`src/rtl/rep_retire_pkg.sv`:
```
// Shared definitions for REP string retirement: opsize codes,
// FSM states and the per-iteration pointer step.
package rep_retire_pkg;

    typedef enum logic [1:0] {
        OP_BYTE  = 2'd0,
        OP_WORD  = 2'd1,
        OP_DWORD = 2'd2,
        OP_RSVD  = 2'd3
    } opsize_e;

    typedef enum logic {
        S_IDLE   = 1'b0,
        S_ACTIVE = 1'b1
    } state_e;

    // Small signed step; callers sign-extend to their datapath width.
    function automatic logic signed [3:0] step_delta(
        input logic [1:0] opsize,
        input logic       dflag
    );
        logic signed [3:0] mag;
        case (opsize)
            OP_BYTE:  mag = 4'sd1;
            OP_WORD:  mag = 4'sd2;
            OP_DWORD: mag = 4'sd4;
            default:  mag = 4'sd0;
        endcase
        return dflag ? -mag : mag;
    endfunction

endpackage

```
`src/rtl/rep_ptr_step.sv`:
```
// Pointer register with delta adder; the adder base is either the
// fresh start value (load) or the held register.
module rep_ptr_step #(
    parameter int W = 32
) (
    input  logic         clk,
    input  logic         clr,
    input  logic         en,
    input  logic         load,
    input  logic [W-1:0] init,
    input  logic [W-1:0] delta,
    output logic [W-1:0] q,
    output logic [W-1:0] sum
);

    assign sum = (load ? init : q) + delta;

    always_ff @(posedge clk) begin
        if (clr) begin
            q <= '0;
        end else if (en) begin
            q <= sum;
        end
    end

endmodule

```
`src/rtl/rep_retire.sv`:
```
// WB-side REP iteration tracker: counts retiring iterations, steps
// ESI/EDI, gates memory commits and writes final regs once.
module rep_retire
    import rep_retire_pkg::*;
#(
    parameter int W = 32
) (
    input  logic         clk,
    input  logic         clr,
    input  logic         valid,
    input  logic         stall,
    input  logic         is_rep,
    input  logic [1:0]   opsize,
    input  logic         dflag,
    input  logic [W-1:0] creg_init,
    input  logic [W-1:0] esi_init,
    input  logic [W-1:0] edi_init,
    output logic         mem_commit,
    output logic [W-1:0] ecx_out,
    output logic [W-1:0] esi_out,
    output logic [W-1:0] edi_out,
    output logic         ld_rep_regs,
    output logic         rep_done,
    output logic         rep_busy,
    output logic         rep_err
);

    state_e       state;
    logic [W-1:0] remaining;
    logic [W-1:0] delta;
    logic [W-1:0] esi_r, edi_r;
    logic [W-1:0] esi_sum, edi_sum;
    logic         accept;
    logic         idle;
    logic         cnt_zero;
    logic         cnt_one;
    logic         ptr_en;

    assign accept   = valid & ~stall;
    assign idle     = (state == S_IDLE);
    assign cnt_zero = (creg_init == '0);
    assign cnt_one  = (creg_init == W'(1));
    assign delta    = W'(step_delta(opsize, dflag));
    assign rep_busy = (state == S_ACTIVE);

    // Pointers only need holding across a multi-iteration instruction.
    assign ptr_en = accept & is_rep
                  & (idle ? (~cnt_zero & ~cnt_one) : 1'b1);

    assign mem_commit = accept
                      & (idle ? (~is_rep | ~cnt_zero) : is_rep);

    rep_ptr_step #(.W(W)) u_esi (
        .clk   (clk),
        .clr   (clr),
        .en    (ptr_en),
        .load  (idle),
        .init  (esi_init),
        .delta (delta),
        .q     (esi_r),
        .sum   (esi_sum)
    );

    rep_ptr_step #(.W(W)) u_edi (
        .clk   (clk),
        .clr   (clr),
        .en    (ptr_en),
        .load  (idle),
        .init  (edi_init),
        .delta (delta),
        .q     (edi_r),
        .sum   (edi_sum)
    );

    always_ff @(posedge clk) begin
        if (clr) begin
            state       <= S_IDLE;
            remaining   <= '0;
            ecx_out     <= '0;
            esi_out     <= '0;
            edi_out     <= '0;
            ld_rep_regs <= 1'b0;
            rep_done    <= 1'b0;
            rep_err     <= 1'b0;
        end else begin
            ld_rep_regs <= 1'b0;
            rep_done    <= 1'b0;
            if (accept) begin
                case (state)
                    S_IDLE: begin
                        if (is_rep) begin
                            if (cnt_zero) begin
                                ld_rep_regs <= 1'b1;
                                rep_done    <= 1'b1;
                                ecx_out     <= '0;
                                esi_out     <= esi_init;
                                edi_out     <= edi_init;
                            end else if (cnt_one) begin
                                ld_rep_regs <= 1'b1;
                                rep_done    <= 1'b1;
                                ecx_out     <= '0;
                                esi_out     <= esi_sum;
                                edi_out     <= edi_sum;
                            end else begin
                                remaining <= creg_init - W'(1);
                                state     <= S_ACTIVE;
                            end
                        end
                    end
                    S_ACTIVE: begin
                        if (is_rep) begin
                            remaining <= remaining - W'(1);
                            if (remaining == W'(1)) begin
                                ld_rep_regs <= 1'b1;
                                rep_done    <= 1'b1;
                                ecx_out     <= '0;
                                esi_out     <= esi_sum;
                                edi_out     <= edi_sum;
                                state       <= S_IDLE;
                            end
                        end else begin
                            rep_err <= 1'b1;
                        end
                    end
                    default: state <= S_IDLE;
                endcase
            end
        end
    end

endmodule

```
`config.mk`:
```
export PLATFORM = sky130hd
export DESIGN_NAME = rep_retire
export DESIGN_NICKNAME = d
export VERILOG_FILES = /design/src/rtl/rep_retire_pkg.sv /design/src/rtl/rep_ptr_step.sv /design/src/rtl/rep_retire.sv
export SDC_FILE = /design/constraint.sdc
export NUM_CORES = 1
export LEC_CHECK = 0
export CORE_ASPECT_RATIO = 1.75
export CORE_UTILIZATION = 45
export CTS_CLUSTER_SIZE = 16
export DETAILED_ROUTE_END_ITERATION = 8
export PLACE_DENSITY = 0.73
export SETUP_SLACK_MARGIN = 0.4
export SLEW_MARGIN = 20
export SYNTH_ARGS = -nofsm -noshare
export SYNTH_HDL_FRONTEND = slang
export SYNTH_HIERARCHICAL = 1
export SYNTH_SLANG_ARGS = --single-unit
```
`constraint.sdc`:
```
create_clock -name clk -period 7.1 [get_ports clk]
set_input_delay 0.71 -clock clk [delete_from_list [all_inputs] [get_ports clk]]
set_output_delay 0.71 -clock clk [all_outputs]
set_load 0.05 [all_outputs]
```
Word-level counts from Yosys, hierarchy flattened. Index checks and enable logic that the tools add are counted.

Register bits after elaboration: 195. Latch bits: 0. Memory bits (writable): 0. Bits in read-only memories: 0. Bits of input ports: 104. Logic and storage cells: 83. Memories: 0.

$add $sub $neg: 5. $mul: 0. Divide/modulo/power cells: 0. $lt $le $gt $ge: 0. Equality and inequality tests: 10. Shifts and indexed selects: 0. Multiplexer cells: 41. Bitwise logic cells: 12. Reduce and logical (&&, ||, !) cells: 6.

Operators by type and width (number): $mux W32 (21); $pmux W32 S2 (4); $add A32 B32 Y32 (2); $eq A32 B1 Y1 const B (2); $sub A32 B1 Y32 const B (2); $logic_not A32 Y1 (1); $mux W1 (12); $reduce_and A5 Y1 (2); $pmux W3 S3 (1); $ne A2 B2 Y1 const B (4); $not A1 Y1 (6); $and A1 B1 Y1 (5); $mux W4 (1); $neg A4 Y4 (1); $pmux W1 S2 (2); $ne A3 B1 Y1 const B (1); $reduce_and A3 Y1 (1); $eq A2 B1 Y1 const B (1); $eq A2 B2 Y1 const B (1); $logic_not A2 Y1 (1); $ne A2 B1 Y1 const B (1); $reduce_or A2 Y1 (1); $or A1 B1 Y1 (1).

Logic depth before layout (Yosys ltp).
Depth after elaboration: 9. Mapped depth: 19. Gate-level depth less buffers: 14.

Modules after synthesis. The synthesis kept the hierarchy.

By module, submodules not included: rep_retire (times used 1, cells each 764, area an instance 6698.9 um^2, sequential area each 1981.9 um^2); rep_ptr_step (times used 2, cells each 406, area an instance 3318.2 um^2, sequential area each 640.6 um^2).

Worst setup path after synthesis. OpenSTA, ideal clock, no wires.

Path kind: in2reg. From: in dflag. To: reg edi_out[26]. Setup time: 86 ps. Arrival: 5637 ps. Data required time: 7014 ps. Setup slack: 1377 ps. Stages: 12. Buffers on the path: 1. Path through: inv_1 -> a21oi_1 -> ha_1 -> clkbuf_1 -> a21oi_1 -> o221ai_1 -> a221oi_1 -> o31ai_2 -> a41oi_1 -> xnor2_1 -> mux2i_1 -> a211oi_1.

Longest elaborated chain between the ends: 6. Elaborated cells between the ends (all ways): 8. Classes of those cells: add/sub: 1; mux: 7.

RTL lines: from (decl) (line rep_retire.sv:14) `input logic dflag,`; $mux W4 (*) (line rep_retire_pkg.sv:29) `return dflag ? -mag : mag;`; named net delta[10] (line rep_retire.sv:30) `logic [W-1:0] delta;`; $add A32 B32 Y32 (*) (line rep_ptr_step.sv:16) `assign sum = (load ? init : q) + delta;`; named net edi_sum[26] (line rep_retire.sv:32) `logic [W-1:0] esi_sum, edi_sum;`; $mux W32 (line rep_retire.sv:98) `end else if (cnt_one) begin`; $mux W32 (line rep_retire.sv:92) `if (cnt_zero) begin`; $mux W32 (line rep_retire.sv:91) `if (is_rep) begin`; $pmux W32 S2 (*) (line rep_retire.sv:89) `case (state)`; to (signal assigned) (line rep_retire.sv:97) `edi_out <= edi_init;`; to (signal assigned) (line rep_retire.sv:103) `edi_out <= edi_sum;`; to (signal assigned) (line rep_retire.sv:118) `edi_out <= edi_sum;`; to (decl) (line rep_retire.sv:21) `output logic [W-1:0] edi_out,`.

The timed path passes the listed nets; every way through them passes the cells marked *. The select of a mux whose other input is x is not followed. A chain may end at the register's enable or synchronous reset.

Worst setup path in the final report.
From: reg state (netlist: rep_busy). To: reg edi_out[28].

Longest elaborated chain between the ends: 6. Elaborated cells between the ends (all ways): 14. Classes of those cells: add/sub: 1; eq/ne: 4; mux: 7; bitwise: 1; reduce/logical: 1.

RTL lines: from (decl) (line rep_retire.sv:28) `state_e state;`; from (signal assigned) (line rep_retire.sv:77) `state <= S_IDLE;`; from (signal assigned) (line rep_retire.sv:106) `state <= S_ACTIVE;`; from (signal assigned) (line rep_retire.sv:119) `state <= S_IDLE;`; $mux W32 (*) (line rep_ptr_step.sv:16); $add A32 B32 Y32 (*) (line rep_ptr_step.sv:16); named net edi_sum[28] (line rep_retire.sv:32); $mux W32 (line rep_retire.sv:98); $mux W32 (line rep_retire.sv:92); $mux W32 (line rep_retire.sv:91); $pmux W32 S2 (*) (line rep_retire.sv:89).

Marked as above.

==> run summary <==
POWER AND IR DROP
-----------------------------------------------------------------------------------------------
Relative contribution of sequential cells to total power                                  0.350
Switch Pwr                                                                              1.00 mW
Switching power as a share of total power                                                 0.362
Peak VDD IR                                                                          0.000184 V
Leakage power                                                                           5.56 nW
Gate power share                                                                          0.344
Internal power                                                                          1.76 mW
Cell Pwr Density                                                                     178 nW/um2
Proportion of power drawn by the clock network                                            0.306

DRT
-----------------------------------------------------------------------------------------------
Starting DRT DRC Count                                                                      704
Drt drc                                                                                       0
Number of vias in the routed layout                                                       12700
Wire length after detailed routing                                                     40500 um
Ratio of routed vias to standard cells                                                     6.21
Number of nets still failing antenna checks after routing                                     0
Detailed-route wire length per cell                                                     19.7 um
Number of optimization iterations in the first detailed-route pass                            5

LAYOUT
-----------------------------------------------------------------------------------------------
Area taken by multi-input logic gates                                                  9300 um2
Most common cell after layout, fill and taps aside                                 clkdlybuf4s50_1
Fill cell count                                                                            2814
Synth-to-Final Area Change                                                                16.7%
Layout cell share with drive strength beyond 1                                            0.104
Antenna diode count                                                                           0
Number of nets at the end of the flow                                                      1832
Register cell area after layout                                                        3260 um2
Commonest cells after routing, fill and taps aside                                 clkdlybuf4s50_1 (171), dfxtp_1 (163), mux2i_1 (125), a211oi_1 (106), nor2_1 (105)

SYNTHESIS
-----------------------------------------------------------------------------------------------
Seq cells post-synth                                                                        163
Instance count of the mapped netlist                                                       1576
Async S/R FF share, synth                                                                     0
Combinational family with the most area after synthesis                            compound AO/OA/AOI/OAI gates
Simple-gate portion of the synthesized area                                               0.169
Post-synth design cell area                                                           13300 um2
Area fraction in compound gates after synthesis                                           0.258
Count of distinct cell types in the synthesized netlist                                      81
Post-synthesis sequential area ratio                                                      0.245
Adder-Cell Fraction of Synth Area                                                        0.0659
Synth Area in XOR/XNOR                                                                   0.0460
Number of synthesized flops with an enable pin                                                0
Total of warnings raised by yosys                                                             6
Synth Area per Inst                                                                    8.46 um2
Post-synthesis mux area share                                                             0.146
Ys flop type                                                                            dfxtp_1

CLOCK TREE
-----------------------------------------------------------------------------------------------
Cells resized by post-CTS repair                                                              0
Quantity of hold-fixing buffers added after cts                                               0
Clock input transition at the sequential cells of the worst setup and hold paths          70 ps
Clock buffer count from CTS                                                                  17
Clock latency on the worst-skew pair                                                     460 ps
Root Buffer Master                                                                    clkbuf_16
Total clock sinks                                                                           163
Buffers inserted during post-CTS setup optimization                                           0
Longest Clk Path Bufs                                                                         2
H-tree level count                                                                            4
Clock tree from TritonCTS                                                                   yes

TIMING
-----------------------------------------------------------------------------------------------
Fin Setup TNS                                                                              0 ps
Final Max Slew Viols                                                                          0
Worst slew margin relative to its limit                                                   0.361
RSZ-0062 raised after global routing                                                         no
Final setup violation count                                                                   0
Achievable frequency                                                                    214 MHz
Fin Clk Skew                                                                            13.8 ps
Worst setup margin                                                                      2420 ps
Transition time at the pin with the least slew margin                                    958 ps
Final Hold Slack                                                                         480 ps
Fin crit share                                                                            0.659
Number of hold violations in the final report                                                 0
Minimum period implied by the final worst setup slack                                   4680 ps

OUTCOME
-----------------------------------------------------------------------------------------------
Outcome                                                                               completed

CRITICAL PATH
-----------------------------------------------------------------------------------------------
Highest fanout seen on the critical path                                                     68
CP startpoint kind                                                                         flop
Crit. End Element                                                                          flop
Largest stage delay, worst path                                                          520 ps
Cell breakdown of the critical path                                                buf_4 > clkinv_2 > buf_12 > mux2_2 > fa_1 > a21oi_1 > o21ai_1 > a21oi_1 > o21ai_1 > and4_1 > o21ai_0 > nand2_1 > xor2_1 > mux2i_1 > a211oi_1
Crit path required time                                                                 7470 ps
Setup Crit Path Kind                                                                    reg2reg
Crit-path slowest cell                                                                 clkinv_2
Arrival @ worst endpoint                                                                5050 ps

PLACED DESIGN
-----------------------------------------------------------------------------------------------
Last weighted congestion value of the routability-driven placer                           0.906
Minimum setup slack after placement                                                     1990 ps
HPWL reported at the end of detailed placement                                         29200 um
Number of input and output port buffers inserted                                            172

FLOORPLAN
-----------------------------------------------------------------------------------------------
Site row count                                                                               83
I/O pin count                                                                               205
Die Width                                                                                132 um
Die outline height                                                                       230 um
Area of the placeable core                                                            29300 um2
Effective utilization at floorplan                                                        0.455
Die outline area                                                                      30400 um2

GLOBAL ROUTE
-----------------------------------------------------------------------------------------------
Number of antenna violations at the first check in global routing                             0
Via count of the first global-routing pass                                                12600
Maximum number of pins on one net before global-route repair                                 81
Wire length of the first global-routing pass                                           64600 um
Total Routing Usage GR                                                                    0.267
Remaining Overflow, GRT                                                                       0

MIN PATH
-----------------------------------------------------------------------------------------------
Path class of the lowest-slack min-delay path                                           reg2reg

FLOW RUN
-----------------------------------------------------------------------------------------------
Max-cap violations                                                                            0

[Yosys cell counts, types with 5 or more instances]
library cell,number,share of area
nor3_1,24,0.0090
buf_4,38,0.021
a211oi_1,106,0.060
buf_2,23,0.0086
dfxtp_1,163,0.24
a21oi_1,79,0.030
a211oi_2,32,0.030
mux2_2,57,0.048
nand4b_1,8,0.0053
nor2_1,106,0.030
nand3b_1,5,0.0028
nand2_1,82,0.023
o21bai_1,13,0.0073
nor4b_1,5,0.0033
or2_2,9,0.0042
xor2_1,29,0.019
or4_1,14,0.0079
o31a_1,17,0.011
and4_1,7,0.0046
xnor2_1,41,0.027
or3_1,19,0.0089
or4b_1,5,0.0038
clkbuf_1,82,0.023
a21o_1,44,0.025
o22ai_1,7,0.0033
o21ai_0,49,0.018
nand3_1,24,0.0090
inv_1,41,0.012
o21a_1,13,0.0073
a221oi_1,5,0.0033
nor4_1,25,0.012
and2_1,13,0.0061
o21ai_1,21,0.0079
a31oi_1,27,0.013
mux2i_1,125,0.094
nand4_1,34,0.016
and3_1,8,0.0038
buf_1,7,0.0020
a21boi_0,7,0.0039
ha_1,67,0.063
[final cells by class]
type	count	share of cell area
multi-input combinational	1248	0.598
sequential	163	0.210
timing repair buffer	187	0.119
tap	382	0.0307
clock buffer	21	0.0290
inverter	42	0.0104
clock inverter	9	0.00378
[final timing paths]
check,start,end,slack (ps),cells past startpoint
setup / recovery,rep_busy$_SDFFE_PP0P_,edi_out[28]$_SDFFE_PP0P_,2420,15
hold / removal,u_esi/q[24]$_SDFFE_PP0P_,u_esi/q[24]$_SDFFE_PP0P_,480,2
setup reg to reg,rep_busy$_SDFFE_PP0P_,edi_out[28]$_SDFFE_PP0P_,2420,15
hold reg to reg,u_esi/q[24]$_SDFFE_PP0P_,u_esi/q[24]$_SDFFE_PP0P_,480,2
[per-layer routing]
metal / up-vias / wire (um) / global-route usage
li1: 6069 / - / -
met3: 90 / 1860 / 0.0355
met5: - / 0 / 0
met2: 426 / 21700 / 0.509
met1: 6159 / 15400 / 0.282
met4: 0 / 1560 / 0.137
[worst max-delay path: cells and delay by family, from the launching register on]
| kind | cells | cell delay (ps) |
|---|---|---|
| flip-flops | 1 | 310 |
| AO/OA/AOI/OAI | 6 | 1550 |
| multiplexers | 2 | 420 |
| AND/OR/NAND/NOR | 2 | 370 |
| buffers and inverters | 3 | 1320 |
| XOR/XNOR | 1 | 160 |
| adder cells (fa/ha/maj) | 1 | 440 |
[logic make-up (layout without fill, tap and decap cells)]
logic type | after synthesis | count (layout)
AOI/OAI and AO/OA | 476 | 476
adders and majority gates | 69 | 69
xor gates and xnor gates | 70 | 70
and+or+nand+nor | 415 | 415
buffers and inverters | 196 | 259
muxes | 186 | 186
other | 1 | 32
DFF | 163 | 163
[state kept, by name, summed over array words and instances, names as in the netlist]
register,cells
esi_out,32
rep_busy,1
rep_err,1
u_edi/q,32
remaining,32
u_esi/q,32
edi_out,32
rep_done,1
[metrics by stage]
| step | total power, mW | std cells | area, um2 | utilization |
|---|---|---|---|---|
| final | 2.77 | 2052 | 15600 | 0.531 |
| after global routing | 2.91 | 2052 | 15600 | 0.531 |
| after CTS | 2.78 | 2052 | 15600 | 0.531 |
| after detailed placement | 1.92 | 2022 | 15000 | 0.514 |
| after global placement | 1.91 | 2022 | 15000 | 0.514 |
| after floorplan | 1.68 | 1607 | 13500 | - |
[power groups by stage]
stage / clock network, mW / registers, mW / logic, mW
floorplan: 0 / 0.981 / 0.696
global placement: 0 / 0.985 / 0.927
detailed placement: 0 / 0.987 / 0.938
CTS: 0.867 / 0.966 / 0.944
global route: 0.904 / 0.970 / 1.03
finish: 0.847 / 0.967 / 0.951
Note: power is estimated with default switching activity, not from simulation.
